### src/rtl/fpu_pkg.sv
// Shared floating-point definitions: RISC-V rounding-mode encodings.
package fpu_pkg;

   typedef enum logic [2:0] {
      RM_RNE = 3'b000,
      RM_RTZ = 3'b001,
      RM_RDN = 3'b010,
      RM_RUP = 3'b011,
      RM_RMM = 3'b100
   } rm_e;

endpackage

### src/rtl/fpu_addsub_pipe_if.sv
// Operand/result valid-ready bundle for the significand add/sub pipeline.
interface fpu_addsub_pipe_if #(
   parameter int WIDTH = 48,
   parameter int TAG_W = 5
);
   localparam int LZC_W = $clog2(WIDTH + 2);

   logic             in_valid;
   logic             in_ready;
   logic [WIDTH-1:0] operand_a;
   logic [WIDTH-1:0] operand_b;
   logic             sign_a;
   logic             effective_sub;
   logic             sticky_in;
   logic [2:0]       rm;
   logic [TAG_W-1:0] tag_in;

   logic             out_valid;
   logic             out_ready;
   logic [WIDTH:0]   sum;
   logic             result_sign;
   logic             guard;
   logic             round;
   logic             sticky;
   logic [LZC_W-1:0] lzc;
   logic             zero;
   logic [TAG_W-1:0] tag_out;

   modport master (
      output in_valid, operand_a, operand_b, sign_a, effective_sub, sticky_in, rm, tag_in,
      output out_ready,
      input  in_ready,
      input  out_valid, sum, result_sign, guard, round, sticky, lzc, zero, tag_out
   );

   modport slave (
      input  in_valid, operand_a, operand_b, sign_a, effective_sub, sticky_in, rm, tag_in,
      input  out_ready,
      output in_ready,
      output out_valid, sum, result_sign, guard, round, sticky, lzc, zero, tag_out
   );
endinterface

### src/rtl/fpu_lzc.sv
// Leading-zero counter; returns W when the input is all zeros.
module fpu_lzc #(
   parameter int W  = 49,
   parameter int CW = $clog2(W + 1)
) (
   input  logic [W-1:0]  din,
   output logic [CW-1:0] cnt
);
   // Scan upward so the most significant set bit has the final say.
   always_comb begin
      cnt = CW'(W);
      for (int i = 0; i < W; i++) begin
         if (din[i]) cnt = CW'(W - 1 - i);
      end
   end
endmodule

### src/rtl/fpu_addsub_pipe.sv
// Two-stage significand add/sub: S1 magnitude+sign, S2 GRS/lzc/zero; latency 2.
// Valid-ready; holds S1+S2 (2 ops) under backpressure, flush/rst drop all in flight.
module fpu_addsub_pipe
   import fpu_pkg::*;
#(
   parameter int WIDTH = 48,
   parameter int TAG_W = 5
) (
   input  logic             clk,
   input  logic             rst,
   input  logic             flush,
   fpu_addsub_pipe_if.slave io
);
   localparam int LZC_W = $clog2(WIDTH + 2);

   logic             s1_valid, s2_valid;
   logic             s1_adv, s2_adv, accept;
   logic [WIDTH:0]   a_ext, b_ext, sum_c;
   logic             sign_c, a_wins;

   logic [WIDTH:0]   s1_sum;
   logic             s1_sign, s1_sticky;
   logic [TAG_W-1:0] s1_tag;

   logic [LZC_W-1:0] lzc_c;
   logic [WIDTH:0]   s2_sum;
   logic             s2_sign, s2_guard, s2_round, s2_sticky, s2_zero;
   logic [LZC_W-1:0] s2_lzc;
   logic [TAG_W-1:0] s2_tag;

   assign s2_adv      = !s2_valid || io.out_ready;
   assign s1_adv      = s1_valid && s2_adv;
   assign io.in_ready = !s1_valid || s2_adv;
   assign accept      = io.in_valid && io.in_ready;

   // Ties with sticky bits lost from b mean b was really the larger magnitude.
   always_comb begin
      a_ext  = {1'b0, io.operand_a};
      b_ext  = {1'b0, io.operand_b};
      a_wins = (io.operand_a > io.operand_b) ||
               ((io.operand_a == io.operand_b) && !io.sticky_in);
      sum_c  = a_ext + b_ext;
      sign_c = io.sign_a;
      if (io.effective_sub) begin
         if (a_wins) begin
            sum_c = a_ext - b_ext - {{WIDTH{1'b0}}, io.sticky_in};
         end else begin
            sum_c  = b_ext - a_ext;
            sign_c = !io.sign_a;
         end
         if ((sum_c == '0) && !io.sticky_in) sign_c = (io.rm == RM_RDN);
      end
   end

   always_ff @(posedge clk) begin
      if (rst || flush) begin
         s1_valid <= 1'b0;
         s2_valid <= 1'b0;
      end else begin
         if (s2_adv) s2_valid <= s1_valid;
         if (accept) s1_valid <= 1'b1;
         else if (s1_adv) s1_valid <= 1'b0;
      end
   end

   always_ff @(posedge clk) begin
      if (accept) begin
         s1_sum    <= sum_c;
         s1_sign   <= sign_c;
         s1_sticky <= io.sticky_in;
         s1_tag    <= io.tag_in;
      end
   end

   fpu_lzc #(.W(WIDTH + 1), .CW(LZC_W)) u_lzc (
      .din (s1_sum),
      .cnt (lzc_c)
   );

   always_ff @(posedge clk) begin
      if (rst) begin
         s2_sum    <= '0;
         s2_sign   <= 1'b0;
         s2_guard  <= 1'b0;
         s2_round  <= 1'b0;
         s2_sticky <= 1'b0;
         s2_zero   <= 1'b0;
         s2_lzc    <= '0;
         s2_tag    <= '0;
      end else if (s1_adv) begin
         s2_sum    <= s1_sum;
         s2_sign   <= s1_sign;
         s2_guard  <= s1_sum[2];
         s2_round  <= s1_sum[1];
         s2_sticky <= s1_sum[0] | s1_sticky;
         s2_zero   <= (s1_sum == '0) && !s1_sticky;
         s2_lzc    <= lzc_c;
         s2_tag    <= s1_tag;
      end
   end

   assign io.out_valid   = s2_valid;
   assign io.sum         = s2_sum;
   assign io.result_sign = s2_sign;
   assign io.guard       = s2_guard;
   assign io.round       = s2_round;
   assign io.sticky      = s2_sticky;
   assign io.lzc         = s2_lzc;
   assign io.zero        = s2_zero;
   assign io.tag_out     = s2_tag;
endmodule

### src/flat_wrapper.sv
// flat-port wrapper written by rule: the top's interface ports become plain ports
module fpu_addsub_pipe_flat import fpu_pkg::*;
#(
   parameter int WIDTH = 48,
   parameter int TAG_W = 5
)
  (clk, rst, flush, io_in_valid, io_operand_a, io_operand_b, io_sign_a, io_effective_sub, io_sticky_in, io_rm, io_tag_in, io_out_ready, io_in_ready, io_out_valid, io_sum, io_result_sign, io_guard, io_round, io_sticky, io_lzc, io_zero, io_tag_out);
  fpu_addsub_pipe_if #(.WIDTH(WIDTH), .TAG_W(TAG_W)) io_i ();
  input  logic clk;
  input  logic rst;
  input  logic flush;
  input wire logic [$bits(io_i.in_valid)-1:0] io_in_valid;
  input wire logic [$bits(io_i.operand_a)-1:0] io_operand_a;
  input wire logic [$bits(io_i.operand_b)-1:0] io_operand_b;
  input wire logic [$bits(io_i.sign_a)-1:0] io_sign_a;
  input wire logic [$bits(io_i.effective_sub)-1:0] io_effective_sub;
  input wire logic [$bits(io_i.sticky_in)-1:0] io_sticky_in;
  input wire logic [$bits(io_i.rm)-1:0] io_rm;
  input wire logic [$bits(io_i.tag_in)-1:0] io_tag_in;
  input wire logic [$bits(io_i.out_ready)-1:0] io_out_ready;
  output wire logic [$bits(io_i.in_ready)-1:0] io_in_ready;
  output wire logic [$bits(io_i.out_valid)-1:0] io_out_valid;
  output wire logic [$bits(io_i.sum)-1:0] io_sum;
  output wire logic [$bits(io_i.result_sign)-1:0] io_result_sign;
  output wire logic [$bits(io_i.guard)-1:0] io_guard;
  output wire logic [$bits(io_i.round)-1:0] io_round;
  output wire logic [$bits(io_i.sticky)-1:0] io_sticky;
  output wire logic [$bits(io_i.lzc)-1:0] io_lzc;
  output wire logic [$bits(io_i.zero)-1:0] io_zero;
  output wire logic [$bits(io_i.tag_out)-1:0] io_tag_out;
  assign io_i.in_valid = io_in_valid;
  assign io_i.operand_a = io_operand_a;
  assign io_i.operand_b = io_operand_b;
  assign io_i.sign_a = io_sign_a;
  assign io_i.effective_sub = io_effective_sub;
  assign io_i.sticky_in = io_sticky_in;
  assign io_i.rm = io_rm;
  assign io_i.tag_in = io_tag_in;
  assign io_i.out_ready = io_out_ready;
  assign io_in_ready = io_i.in_ready;
  assign io_out_valid = io_i.out_valid;
  assign io_sum = io_i.sum;
  assign io_result_sign = io_i.result_sign;
  assign io_guard = io_i.guard;
  assign io_round = io_i.round;
  assign io_sticky = io_i.sticky;
  assign io_lzc = io_i.lzc;
  assign io_zero = io_i.zero;
  assign io_tag_out = io_i.tag_out;
  fpu_addsub_pipe #(.WIDTH(WIDTH), .TAG_W(TAG_W)) u_core (.clk(clk), .rst(rst), .flush(flush), .io(io_i));
endmodule
### config.mk
export PLATFORM = sky130hd
export DESIGN_NAME = fpu_addsub_pipe_flat
export DESIGN_NICKNAME = d
export VERILOG_FILES = /design/src/rtl/fpu_pkg.sv /design/src/rtl/fpu_addsub_pipe_if.sv /design/src/rtl/fpu_lzc.sv /design/src/rtl/fpu_addsub_pipe.sv /design/src/flat_wrapper.sv
export SDC_FILE = /design/constraint.sdc
export NUM_CORES = 1
export LEC_CHECK = 0
export ABC_AREA = 1
export CELL_PAD_IN_SITES_DETAIL_PLACEMENT = 2
export CELL_PAD_IN_SITES_GLOBAL_PLACEMENT = 2
export CORE_MARGIN = 2
export CORE_UTILIZATION = 31
export DETAILED_ROUTE_END_ITERATION = 10
export HOLD_SLACK_MARGIN = 0.02
export PLACE_DENSITY_LB_ADDON = 0.1
export SLEW_MARGIN = 40
export SYNTH_ARGS = -nofsm -noshare
export SYNTH_HDL_FRONTEND = slang
export SYNTH_HIERARCHICAL = 1
export SYNTH_SLANG_ARGS = --single-unit
### constraint.sdc
create_clock -name clk -period 5.34 [get_ports clk]
set_input_delay 1.068 -clock clk [delete_from_list [all_inputs] [get_ports clk]]
set_output_delay 1.068 -clock clk [all_outputs]
set_load 0.005 [all_outputs]
# Word-level counts from Yosys, hierarchy flattened
# Cells that the tools add are included.
totals:
  inputBits: 112
  out_inout_bits: 67
  register_bits: 123
  word_cells: 96
op_classes:
  n_bitwise: 1
  muxes: 57
  addsub: 4
  magnitude_cmp: 1
  eq_ne: 2
  reduce_logical: 17
op_table:
  columns: ["cell", "count"]
  rows:
  - ["$mux 6", 48]
  - ["$mux 49", 3]
  - ["$logic_not 49->1", 2]
  - ["$sub 48x48->49", 2]
  - ["$add 48x48->49", 1]
  - ["$sub 49x1->49", 1]
  - ["$eq 48x48->1", 1]
  - ["$gt 48x48->1", 1]
  - ["$mux 1", 6]
  - ["$logic_and 1x1->1", 5]
  - ["$logic_not 1->1", 5]
  - ["$logic_or 1x1->1", 4]
  - ["$eq 3x2->1 const B", 1]
  - ["$reduce_bool 2->1", 1]
  - ["$or 1x1->1", 1]

# Logic depth before layout (Yosys ltp)
# Gate-level depths: netlist of run 1.
depth:
  word_depth: 49
  ltp_mapped: 50
  depth_no_buf: 50

# Modules after synthesis
# Netlist of run 1, hierarchy kept.
by_module_without_submodules:
  columns: ["module", "cells_per_inst", "n_inst", "area_per_inst_um2"]
  rows:
  - ["fpu_addsub_pipe", 2913, 1, 17256.6]
  - ["fpu_lzc", 163, 1, 709.4]

# Worst setup path after synthesis of run 1
# Ideal clock, no wire load.
synth_path:
  path_type: "input to register"
  from: "input port io_operand_b[0]"
  to: "register u_core.s1_sign (data pin)"
  arrival_ps: 3837
  slack_ps: 1250
  cell_stages: 25
  setup_ps: 253
  cell_sequence: "inv_1 -> fa_1 -> inv_1 -> ha_1 -> nor2_1 -> inv_1 -> fa_1 -> nor2_1 -> o21ai_1 -> nand3_1 -> nand3_1 -> nand2_1 -> nand2_1 -> nand2_1 -> nand2_1 -> nand2_1 -> nand2_1 -> nand2_1 -> nand3_1 -> nand2_1 -> nand3_1 -> nor2_2 -> nand3_1 -> nand3_1 -> nand2_1"
synth_between:
  elab_chain_cells: 9
synth_lines:
  columns: ["element", "line", "rtl"]
  rows:
  - ["start: declaration", "flat_wrapper.sv:14", "input wire logic [$bits(io_i.operand_b)-1:0] io_operand_b;"]
  - ["branches (longest 7 deep; another with $sub 48x48->49)", null, null]
  - ["$mux 1 (*)", "fpu_addsub_pipe.sv:51", "if ((sum_c == '0) && !io.sticky_in) sign_c = (io.rm == RM_RDN);"]
  - ["$mux 1 (*)", "fpu_addsub_pipe.sv:44", "if (io.effective_sub) begin"]
  - ["net u_core.sign_c", "fpu_addsub_pipe.sv:19", "logic sign_c, a_wins;"]
  - ["end signal: assignment", "fpu_addsub_pipe.sv:69", "s1_sign <= sign_c;"]
  - ["end: declaration", "fpu_addsub_pipe.sv:22", "logic s1_sign, s1_sticky;"]
# Mark *: on every way through the listed nets, which the timed path passes. The select of a mux whose other input is x is not followed.
# A chain may end at the register's enable or synchronous reset.

# Final worst setup path of run 1
# Ends and elaborated chain as after synthesis.

==> run_results.csv, run 1 <==
group,metric,value,unit
outcome,status,"completed",
place,dpl_cell_area,21400,um^2
worst_setup_path,critPathLaunchType,"input pin",
power_and_ir_drop,powerDensity,241,nW/um^2
clocking,cts_max_level,4,
run,cap_violations,0,
worst_setup_path,cp_top_family,"simple AND/OR/NAND/NOR gates",
clocking,cts_buffers,17,
synth,ys_types,51,
cells_and_area,diodes,0,
place,hpwl,88400,um
sta,layout_min_cycle_time,4.93,ns
place,numPortBuffers,178,
synth,synth_edf_count,56,
clocking,cts.sinks,121,
sta,slew_viol_final,0,
worst_setup_path,critPathMaxFanout,5,
place,gp_congestion,0.980,
sta,setup_viol,0,
synth,yosys_register_bits,121,
clocking,root_buffer,"clkbuf_16",
sta,relSlewSlack,0.480,
synth,syn_inst,3076,
detailed_routing,dr.pass1.iters,5,
floorplan,core,57500,um^2
synth,synth_top_area_frac,0.168,
worst_setup_path,endpoint_kind,"flop",
floorplan,die_area,59900,um^2
sta,fin_skew,0.00854,ns
detailed_routing,via_per_inst,5.23,
hold_path,min_path_type,"reg -> reg",
sta,grt_setup_unrepaired,"false",
worst_setup_path,cp.arrival,5.11,ns
power_and_ir_drop,vdd_ir_drop_max,0.000220,V
cells_and_area,final_nets,3642,
cells_and_area,area_delta_synth_final,22.4,%
grt,grt_first_pass_wirelength,145000,um
grt,grt_pass1_vias,23300,
worst_setup_path,critPathSlowestCell,"fa_1",
sta,hold_viol,0,
floorplan,io_pins,179,
detailed_routing,drt_iter0_drc,1408,
synth,async_flop_share,0,
synth,yosysTopAreaCell,"nand2_1",
sta,setup_tns,0,ns
synth,yosys_most_used_dff,"dfxtp_1",
power_and_ir_drop,leakagePower,11.2,nW
detailed_routing,routedWlPerCell,24.2,um
power_and_ir_drop,power.total,5.29,mW
clocking,cts.clk_slew.worst_paths,0.06,ns
floorplan,die_h,245,um
clocking,clock_latency,0.43,ns
synth,syn_nets,3379,
detailed_routing,routed-via-count,21500,
worst_setup_path,cpMostUsedCell,"nand2_1",
cells_and_area,design_area,22000,um^2
clocking,cts_tree,"yes",
grt,grt_max_degree,79,
detailed_routing,wl,99600,um
worst_setup_path,crit_required,5.52,ns
grt,grt_overflow,0,
clocking,clockBufferDepth,2,
synth,synthTopCellsByArea,"nand2_1, inv_1, ha_1",
detailed_routing,drc,0,
synth,netlist_area,18000,um^2
synth,yosysWarnings,6,
floorplan,start_util,0.313,
worst_setup_path,max_stage_delay,0.54,ns
worst_setup_path,critPathKind,"in -> reg",
sta,tightestPinTransition,0.780,ns
cells_and_area,fill_cells,7289,
grt,antenna_found_initial,0,
cells_and_area,drive_gt1_frac,0.0686,
sta,post-route-period-util,0.923,
floorplan,rows,88,
synth,avgSynthCellArea,5.84,um^2
sta,clock.fmax,203,MHz
floorplan,die_w,245,um
detailed_routing,postRouteAntennaNets,0,
grt,grtUsageTotal,0.327,
worst_setup_path,path_buf_inv,4,
synth,ys_seq_area_frac,0.166,
timing repair:
item / 4_1_cts / 5_1_grt
setup buffers: 0 / 0
setup endpoints to repair: 0 / 1
resized for setup: 0 / 1
hold buffers: 0 / 0
stage by stage:
step / hold slack, ns / setup slack [ns] / util / instances
4_1_cts: 0.493 / 0.343 / 0.383 / 4117
2_1_floorplan: 0.456 / 1.25 / - / 3076
5_1_grt: 0.518 / 0.0539 / 0.383 / 4117
3_3_place_gp: 0.464 / 0.0785 / 0.371 / 4085
6_report: 0.492 / 0.410 / 0.383 / 4117
3_5_place_dp: 0.476 / -0.0909 / 0.372 / 4085
routing by layer:
metal	routed length (um)	track usage	vias up
li1	-	-	10100
met1	46000	0.445	10800
met2	45600	0.546	559
met3	4700	0.0274	111
met4	3320	0.107	0
met5	0	0	-
cells in the mapped netlist, drive strengths merged (8+ instances only):
cell type and number:
a21boi 9, edfxtp 56, ha 154, nor3 26, a31oi 15, nand4 33
o21ai 187, o21a 11, nor2 438, xor2 73, dfxtp 65, o21bai 22
a21oi 183, nand2 814, a21o 8, fa 37, nor4 17, inv 608
buf 38, clkbuf 27, nand3 206
cell families (layout without fill, tap and decap cells):
family                     Yosys count  in the layout  synth area share
adders and majority gates          191            191             0.148
AOI/OAI and AO/OA                  453            453             0.139
buffers and inverters              678            954             0.150
xor gates and xnor gates            78             78            0.0380
and+or+nand+nor                   1555           1555             0.358
DFF                                121            121             0.166
tightest hold or removal path: stages (launching register included):
cell and delay, ns:
dfxtp_1 0.32, nor2_1 0.05, nor2_1 0.09
report_power, final:
group / switching (mW) / internal [mW]
sequential: 0.0798 / 1.08
clock: 0.437 / 0.779
combinational: 1.98 / 0.938
cell usage in the layout, fill, tap and decap left out, types with 12 or more instances in the layout:
cell / synthesis / layout
o21ai_0: 179 / 179
a21oi_1: 180 / 180
edfxtp_1: 56 / 56
dfxtp_1: 65 / 65
nand4_1: 32 / 32
ha_1: 154 / 154
nor2_1: 423 / 423
nand3_1: 203 / 202
clkbuf_16: 0 / 17
clkdlybuf4s50_1: 0 / 178
o21bai_1: 22 / 22
nor4_1: 16 / 16
nand2_1: 802 / 802
buf_4: 11 / 129
xor2_1: 73 / 73
nand2_2: 12 / 12
fa_1: 37 / 37
inv_2: 16 / 16
a31oi_1: 15 / 15
nor3_1: 26 / 26
inv_1: 592 / 591
flip-flops by register name, summed over array words and instances (netlist names):
register               cells
u_core/s1_tag              5
u_core/io.result_sign      1
u_core/s1_sign             1
u_core/s1_sticky           1
u_core/io.out_valid        1
u_core/s1_sum             49
u_core/s1_valid            1
u_core/io.sum             49
u_core/io.sticky           1
u_core/io.tag_out          5
u_core/io.zero             1
u_core/io.lzc              6
worst paths after layout:
check | startpoint | end | slack [ns] | depth (start not counted)
worst min register to register | u_core/io.tag_out[4] | u_core/io.tag_out[4] | 0.49 | 2
worst min-delay path | u_core/io.tag_out[4] | u_core/io.tag_out[4] | 0.49 | 2
worst max register to register | u_core/s1_sum[1] | u_core/io.lzc[0] | 1.78 | 50
worst max-delay path | io_operand_b[0] | u_core/s1_sign | 0.41 | 26
final cells by class:
cell class	count	area [um^2]	share of cell area
inverter	613	2350	0.107
clock buffer	17	425	0.0193
tap	765	957	0.0435
multi-input combinational	2277	12300	0.559
clock inverter	15	200	0.00910
sequential	121	2980	0.136
timing repair buffer	309	2790	0.127
Note: power is estimated with default switching activity, not from simulation.
==> run 2, diff against run 1 <==
--- a/config.mk
+++ b/config.mk
@@ -6,12 +6,13 @@
 export NUM_CORES = 1
 export LEC_CHECK = 0
 export ABC_AREA = 1
+export ABC_CLOCK_PERIOD_IN_PS = 5340
 export CELL_PAD_IN_SITES_DETAIL_PLACEMENT = 2
 export CELL_PAD_IN_SITES_GLOBAL_PLACEMENT = 2
 export CORE_MARGIN = 2
 export CORE_UTILIZATION = 31
 export DETAILED_ROUTE_END_ITERATION = 10
-export HOLD_SLACK_MARGIN = 0.02
+export HOLD_SLACK_MARGIN = 0.06
 export PLACE_DENSITY_LB_ADDON = 0.1
 export SLEW_MARGIN = 40
 export SYNTH_ARGS = -nofsm -noshare
==> results of run 2 <==
Same layout as run 1: the final DEF is identical, and so are final timing and power.
==> run 3, diff against run 2 <==
--- a/config.mk
+++ b/config.mk
@@ -9,9 +9,11 @@
 export ABC_CLOCK_PERIOD_IN_PS = 5340
 export CELL_PAD_IN_SITES_DETAIL_PLACEMENT = 2
 export CELL_PAD_IN_SITES_GLOBAL_PLACEMENT = 2
+export CORE_ASPECT_RATIO = 0.6
 export CORE_MARGIN = 2
-export CORE_UTILIZATION = 31
+export CORE_UTILIZATION = 35
 export DETAILED_ROUTE_END_ITERATION = 10
+export DONT_BUFFER_PORTS = 1
 export HOLD_SLACK_MARGIN = 0.06
 export PLACE_DENSITY_LB_ADDON = 0.1
 export SLEW_MARGIN = 40
==> run_results.csv, run 3 (same netlist as run 1, synthesis figures left out) <==
group,metric,value,unit
outcome,status,"completed",
floorplan,io_pins,179,
floorplan,core,50800,um^2
cells_and_area,mostFrequentLayoutCells,"nand2_1, inv_1, nor2_1",
hold_path,hold_start,"u_core/s1_tag[2]",
hold_path,min_to,"u_core/io.tag_out[2]",
power_and_ir_drop,vdd_ir_drop_max,0.000263,V
worst_setup_path,r2r-end,"u_core/io.lzc[0]",
grt,grt_pass1_vias,21900,
clocking,root_buffer,"clkbuf_16",
cells_and_area,final_util,0.383,
floorplan,start_util,0.353,
worst_setup_path,crit_required,5.52,ns
sta,tightestPinTransition,0.834,ns
cells_and_area,regArea,2980,um^2
cells_and_area,multi_input_area,12300,um^2
sta,holdWs,0.509,ns
worst_setup_path,cp.arrival,4.91,ns
grt,grtUsageTotal,0.372,
cells_and_area,drive_gt1_frac,0.0466,
sta,setup_slack,0.608,ns
grt,grt_overflow,0,
cells_and_area,final_common_cell,"nand2_1",
sta,post-route-period-util,0.886,
worst_setup_path,critPathLaunchType,"input pin",
sta,grt_setup_unrepaired,"false",
cells_and_area,fill_cells,6580,
sta,setup_tns,0,ns
worst_setup_path,r2r-start,"u_core/s1_sum[1]",
detailed_routing,drc,0,
clocking,cts_resized,0,
sta,relSlewSlack,0.440,
detailed_routing,routed-via-count,21200,
detailed_routing,postRouteAntennaNets,0,
worst_setup_path,critPathKind,"in -> reg",
clocking,cts.sinks,121,
place,numPortBuffers,0,
place,hpwl,88600,um
floorplan,rows,64,
hold_path,holdPathStages,2,
detailed_routing,dr.pass1.iters,5,
detailed_routing,wl,101000,um
cells_and_area,final_nets,3379,
grt,antenna_found_initial,8,
worst_setup_path,r2r_setup_slack,1.71,ns
sta,slew_viol_final,0,
sta,clock.fmax,211,MHz
detailed_routing,via_per_inst,5.60,
sta,layout_min_cycle_time,4.73,ns
grt,grt_first_pass_wirelength,145000,um
worst_setup_path,endpoint_kind,"flop",
place,post-place-ws,0.288,ns
clocking,clock_latency,0.42,ns
cells_and_area,area_delta_synth_final,8.44,%
sta,hold_viol,0,
grt,grt_max_degree,79,
power_and_ir_drop,powerDensity,262,nW/um^2
sta,setup_viol,0,
floorplan,die_area,53200,um^2
clocking,cts_max_level,4,
hold_path,min_path_type,"reg -> reg",
floorplan,die_w,296,um
clocking,post_cts.repair.setup_buffers,0,
detailed_routing,drt_iter0_drc,1741,
detailed_routing,routedWlPerCell,26.6,um
clocking,clockBufferDepth,2,
power_and_ir_drop,leakagePower,10.1,nW
worst_setup_path,rr_worst_depth,50,
worst_setup_path,critPathMaxFanout,8,
sta,fin_skew,0.00935,ns
floorplan,die_h,179,um
run,cap_violations,0,
place,gp_congestion,1.06,
clocking,cts_buffers,17,
clocking,cts.clk_slew.worst_paths,0.05,ns
clocking,ctsHoldBuffers,0,
clocking,cts_tree,"yes",
power_and_ir_drop,power.total,5.10,mW
==> run 3: critical path: stages <==
cell and delay [ns]:
inv_1 0.02, ha_1 0.49, inv_2 0.18, a21oi_1 0.50
nor2_1 0.10, o21ai_0 0.18, nand2_1 0.08, nand2_1 0.06
o211ai_1 0.11, a21oi_1 0.33, o21ai_0 0.25, nand2_1 0.15
nand2_1 0.18, a21oi_1 0.23, xor2_1 0.60, nand2_1 0.14
o21ai_0 0.21
==> run 3: cell type report <==
| type | instances | share of cell area |
|---|---|---|
| clock buffer | 28 | 0.0293 |
| clock inverter | 4 | 0.00250 |
| tap | 693 | 0.0445 |
| inverter | 613 | 0.120 |
| sequential | 121 | 0.153 |
| multi-input combinational | 2277 | 0.631 |
| antenna | 1 | 0.000128 |
| timing repair buffer | 46 | 0.0190 |
==> run 3: where the power goes <==
part,internal [mW],switching [mW]
sequential,1.08,0.0921
combinational,0.733,2.02
clock,0.773,0.403
total,2.59,2.51
==> run 3: how the worst max path moves through the flow <==
stage / to / from / cells past startpoint / slack (ns)
4_1_cts: u_core/s1_sign / io_sticky_in / 24 / 0.73
3_5_place_dp: u_core/s1_sign / io_sticky_in / 24 / 0.29
3_3_place_gp: u_core/s1_sign / io_sticky_in / 24 / 0.41
2_1_floorplan: u_core/s1_sign / io_operand_b[0] / 25 / 1.25
5_1_grt: u_core/s1_sign / io_sticky_in / 24 / 0.44
6_report: u_core/s1_sum[37] / io_operand_a[2] / 17 / 0.61
==> run 3: metrics by stage <==
stage	instances	area (um^2)
final	3783	19500
after global routing	3782	19500
after CTS	3782	19500
after detailed placement	3750	18900
after global placement	3750	18800
after floorplan	3076	18000
==> run 3: per-layer routing <==
metal | GRT usage | up-vias | wire length [um]
li1 | - | 9577 | -
met1 | 0.564 | 10700 | 48500
met2 | 0.520 | 866 | 39300
met3 | 0.105 | 69 | 11400
met4 | 0.0630 | 2 | 1480
met5 | 0 | - | 12
